===== src/rtl/gol_phase_sequencer.sv =====
// rtl/gol_phase_sequencer.sv - write-array/run/write-mem phase sequencer gating whole-sweep generations
module gol_phase_sequencer #(
    parameter int POS_W = 2,
    parameter int DELAY = 100000000,
    parameter int GEN_W = 16
) (
    input  logic             clk,
    input  logic             reset_n,
    input  logic [1:0]       mode,
    input  logic             step,
    output logic [POS_W-1:0] pos,
    output logic             write_array,
    output logic             run,
    output logic             write_mem,
    output logic             busy,
    output logic             gen_done,
    output logic [GEN_W-1:0] gen_count
);

    localparam int               SEQ_W      = POS_W + 2;
    localparam logic [SEQ_W-1:0] SEQ_LAST   = '1;
    localparam logic [SEQ_W-1:0] SEQ_ONE    = SEQ_W'(1);
    localparam logic [GEN_W-1:0] GEN_ONE    = GEN_W'(1);
    localparam logic [31:0]      TIMER_LAST = 32'(DELAY - 1);

    localparam logic [1:0] MODE_PAUSE = 2'b00;
    localparam logic [1:0] MODE_FREE  = 2'b01;
    localparam logic [1:0] MODE_STEP  = 2'b10;
    localparam logic [1:0] MODE_FAST  = 2'b11;

    logic [SEQ_W-1:0] r_seq;
    logic [31:0]      r_timer;
    logic             r_step_d;
    logic             r_pending;
    logic             r_active;
    logic             r_gen_done;
    logic [GEN_W-1:0] r_gen_count;

    logic w_seq_last;
    logic w_tick;
    logic w_step_edge;
    logic w_set;
    logic w_start;
    logic w_sweep_end;

    assign w_seq_last  = (r_seq == SEQ_LAST);
    assign w_tick      = (mode == MODE_FREE) && (r_timer == TIMER_LAST);
    assign w_step_edge = (mode == MODE_STEP) && step && !r_step_d;
    assign w_set       = w_tick || w_step_edge || (mode == MODE_FAST);
    // Sweeps only begin on a seq wrap, so a generation is always a whole sweep.
    assign w_start     = r_pending && w_seq_last;
    assign w_sweep_end = r_active && w_seq_last;

    always_ff @(posedge clk) begin
        if (!reset_n) begin
            r_seq       <= '0;
            r_timer     <= '0;
            r_step_d    <= 1'b0;
            r_pending   <= 1'b0;
            r_active    <= 1'b0;
            r_gen_done  <= 1'b0;
            r_gen_count <= '0;
        end else begin
            r_seq    <= r_seq + SEQ_ONE;
            r_step_d <= step;

            if (mode == MODE_FREE) begin
                r_timer <= w_tick ? 32'd0 : r_timer + 32'd1;
            end else begin
                r_timer <= 32'd0;
            end

            // A new request in the start cycle wins, queueing the next sweep.
            if (mode == MODE_PAUSE) begin
                r_pending <= 1'b0;
            end else begin
                r_pending <= (r_pending && !w_start) || w_set;
            end

            if (w_seq_last) begin
                r_active <= w_start;
            end

            r_gen_done <= w_sweep_end;
            if (w_sweep_end) begin
                r_gen_count <= r_gen_count + GEN_ONE;
            end
        end
    end

    assign pos         = r_seq[SEQ_W-1:2];
    assign write_array = (r_seq[1:0] == 2'b01);
    assign run         = (r_seq[1:0] == 2'b10) && r_active;
    assign write_mem   = (r_seq[1:0] == 2'b11);
    assign busy        = r_pending || r_active;
    assign gen_done    = r_gen_done;
    assign gen_count   = r_gen_count;

endmodule


===== config.mk =====
export PLATFORM = sky130hd
export DESIGN_NAME = gol_phase_sequencer
export DESIGN_NICKNAME = d
export VERILOG_FILES = /design/src/rtl/gol_phase_sequencer.sv
export SDC_FILE = /design/constraint.sdc
export NUM_CORES = 1
export LEC_CHECK = 0
export CORE_UTILIZATION = 50
export DETAILED_ROUTE_END_ITERATION = 16
export PLACE_DENSITY = 0.75
export SLEW_MARGIN = 20
export SYNTH_ARGS = -nofsm -noshare
export SYNTH_HDL_FRONTEND = slang
export SYNTH_SLANG_ARGS = --single-unit
export TNS_END_PERCENT = 1

===== constraint.sdc =====
create_clock -name clk -period 2.1 [get_ports clk]
set_clock_uncertainty 0.15 [all_clocks]
set_input_delay 0.42 -clock clk [delete_from_list [all_inputs] [get_ports clk]]
set_output_delay 0.42 -clock clk [all_outputs]
set_load 0.02 [all_outputs]

==> impl_metrics.yaml <==
setup_path:
  critical_path.startpoint_type: "register"
  crit_path_max_fanout: 4
  end_kind: "register"
  r2r_start: "r_timer[29]"
  required_ns: 2.14
  cp-startpoint: "r_timer[29]"
  worstSetupPathType: "register to register"
  crit_arrival_ns: 2.20
  ff2ff_setup_slack_ns: -0.06
sta:
  slew_viol_final: 0
  slew_headroom_pct: 73.9
  period_needed_ns: 2.16
  setup_slack_ns: -0.0626
  fmax_mhz: 462
  finalSetupViolCount: 20
  tightest_slew_ns: 0.390
  hold_viol: 0
  rsz0062_at_grt: "yes"
  min_period_over_period_pct: 103
synth:
  synthMuxAreaShare_pct: 0.773
  avgSynthCellArea_um2: 8.58
  synth-seq-cells: 56
  syn-cell-area_um2: 2590
  synth_compound_area_share_pct: 4.54
  synthSimpleGateAreaFrac_pct: 32.8
  synth_xor_area_share_pct: 13.2
  syn_inst: 302
  yosys_warnings: 0
  synth_top_family_by_area: "simple AND/OR/NAND/NOR gates"
  yosysUniqueCellTypes: 39
  synth.net_count: 312
  synth_fa_ha_area_share_pct: 2.42
  ys_seq_area_share_pct: 43.3
clocking:
  clockRootBuffer: "clkbuf_8"
  cts_tree: "yes"
  numCtsBuffers: 5
  cts.sinks: 56
  clockBufferDepth: 2
  clk_pin_slew_worst_paths_ns: 0.10
  worstSkewPairLatency_ns: 0.31
  htreeDepth: 2
placed_design:
  dpl_worst_slack_ns: -0.236
  gp_congestion: 0.879
  portBuffers: 27
  dp.final_hpwl_mm: 4.17
  dp.cells: 416
global_routing:
  grt_antenna_before_repair: 0
  grt-ovfl-total: 0
  grtUsageTotal_pct: 22.0
  grt_pass1_wl_mm: 9.23
  grt_pass1_vias: 2046
  grt_max_degree: 23
min_path:
  hp-start: "r_timer[0]"
  hold_path_class: "register to register"
route:
  vias: 2288
  drtAntennaViolNets: 0
  drc: 0
  post_drt_via_cell_ratio: 5.38
  drt_iter0_drc: 172
  wire_per_inst_um: 13.1
  drtPass1Iterations: 4
  wirelength_mm: 5.55
cells_and_area:
  nets: 367
  drive_gt1_share_pct: 14.8
  fin_cells: 425
  area_delta_synth_final_pct: 25.3
  final_common_cell: "dfxtp_1"
  diodes: 0
  final_cell_mix: "dfxtp_1 (53), nor2_1 (52), xor2_1 (30)"
  num-fill-cells: 415
floorplanning:
  start_util_pct: 53.4
  die_x_um: 74.0
  rows: 25
  coreArea_um2: 4850
  fp.dieH_um: 74.0
  die_area_um2: 5470
  pin_count: 28
run:
  maxCapViolations: 0
power:
  ir_drop_v: 0.000436
  leakagePower_nw: 1.18
  power.density_nw_per_um2: 533
status:
  status: "finished with violations"
  failed_checks: "setup timing"
[through the flow]
step	instance area [um^2]	util, %	hold WS [ns]	power [W]	setup TNS (ns)
after floorplan	2600	-	0.280	0.00114	0
after global placement	3120	64.3	0.295	0.00117	-2.27
after detailed placement	3120	64.3	0.309	0.00117	-4.54
after CTS	3220	66.5	0.330	0.00174	-0.982
after global routing	3250	66.9	0.342	0.00181	-2.55
final	3250	66.9	0.329	0.00173	-0.896
[synthesized netlist by cell type]
cell type / instances / area share [%]
ha_1: 5 / 2.4
nand4b_1: 1 / 0.34
inv_1: 8 / 1.2
nor3_1: 7 / 1.4
o21ai_1: 1 / 0.19
a21oi_1: 8 / 1.5
or2_0: 1 / 0.24
and4_1: 5 / 1.7
nor3b_1: 1 / 0.29
clkbuf_1: 5 / 0.72
or4b_1: 1 / 0.39
nand3_1: 24 / 4.6
a211oi_1: 1 / 0.29
buf_4: 4 / 1.2
xor2_1: 30 / 10
or2_2: 3 / 0.72
xnor2_1: 9 / 3.0
nand2b_1: 1 / 0.24
a31oi_1: 3 / 0.72
o2111ai_1: 1 / 0.34
nand2_1: 23 / 3.3
or4_4: 1 / 0.43
o311ai_1: 1 / 0.34
or3b_1: 1 / 0.34
or4_1: 2 / 0.58
nand4_1: 17 / 4.1
or3_1: 3 / 0.72
mux2i_1: 2 / 0.77
o221ai_1: 1 / 0.34
o21ai_0: 4 / 0.77
nand4_2: 1 / 0.48
nor4_1: 7 / 1.7
or4b_2: 1 / 0.39
and3_1: 6 / 1.4
and2_1: 2 / 0.48
nor2b_1: 2 / 0.48
dfxtp_1: 56 / 43
nor4_4: 1 / 0.82
nor2_1: 52 / 7.5
[power breakdown]
part,switching (W),internal (W),leakage (nW)
Combinational,0.0000382,0.0000310,0.682
Sequential,0.00000792,0.00107,0.454
Clock,0.000345,0.000238,0.0414
Total,0.000391,0.00134,1.18
[routing by layer]
metal	vias up	part of all wire (%)	global-route usage [%]
li1	1157	-	-
met1	1075	48	30.9
met2	49	46	33.2
met3	7	4.5	4.88
met4	0	0.88	8.33
met5	-	0	0
[worst max-delay path: stages (launching register included)]
cell	delay [ns]
dfxtp_2	0.33
buf_4	0.14
or4_1	0.49
or4_4	0.54
o311ai_2	0.29
a21oi_1	0.11
[kinds of logic after synthesis]
logic type               Yosys count
adder cells (fa/ha/maj)            5
AO/OA/AOI/OAI                     20
buffers and inverters             17
XOR/XNOR                          39
AND/OR/NAND/NOR                  163
flip-flops                        56
multiplexers                       2
[state kept, by name, indices dropped and copies added, names as in the netlist]
register	count
r_timer	32
gen_count	16
r_seq	4
gen_done	1
r_active	1
r_pending	1
r_step_d	1
[cell type report]
| type | count | area [um^2] | share of cell area (%) |
|---|---|---|---|
| clock buffer | 6 | 72.6 | 2.24 |
| clock inverter | 2 | 16.3 | 0.501 |
| inverter | 8 | 30.0 | 0.925 |
| multi-input combinational | 229 | 1420 | 43.8 |
| sequential | 56 | 1120 | 34.7 |
| tap | 67 | 83.8 | 2.58 |
| timing repair buffer | 57 | 498 | 15.3 |
[worst paths after layout]
| check | endpoint | cells after the start |
|---|---|---|
| max reg2reg | r_timer[14] | 5 |
| min | r_timer[0] | 1 |
| min reg2reg | r_timer[0] | 1 |
| max | r_timer[14] | 5 |
[repair_timing]
action,in CTS,in global routing
gates cloned,0,0
gates resized for setup,9,5
hold buffers,0,0
setup buffers,0,1
pin swaps,1,1
endpoints found under the setup margin,24,26
(Power assumes the default switching activity.)
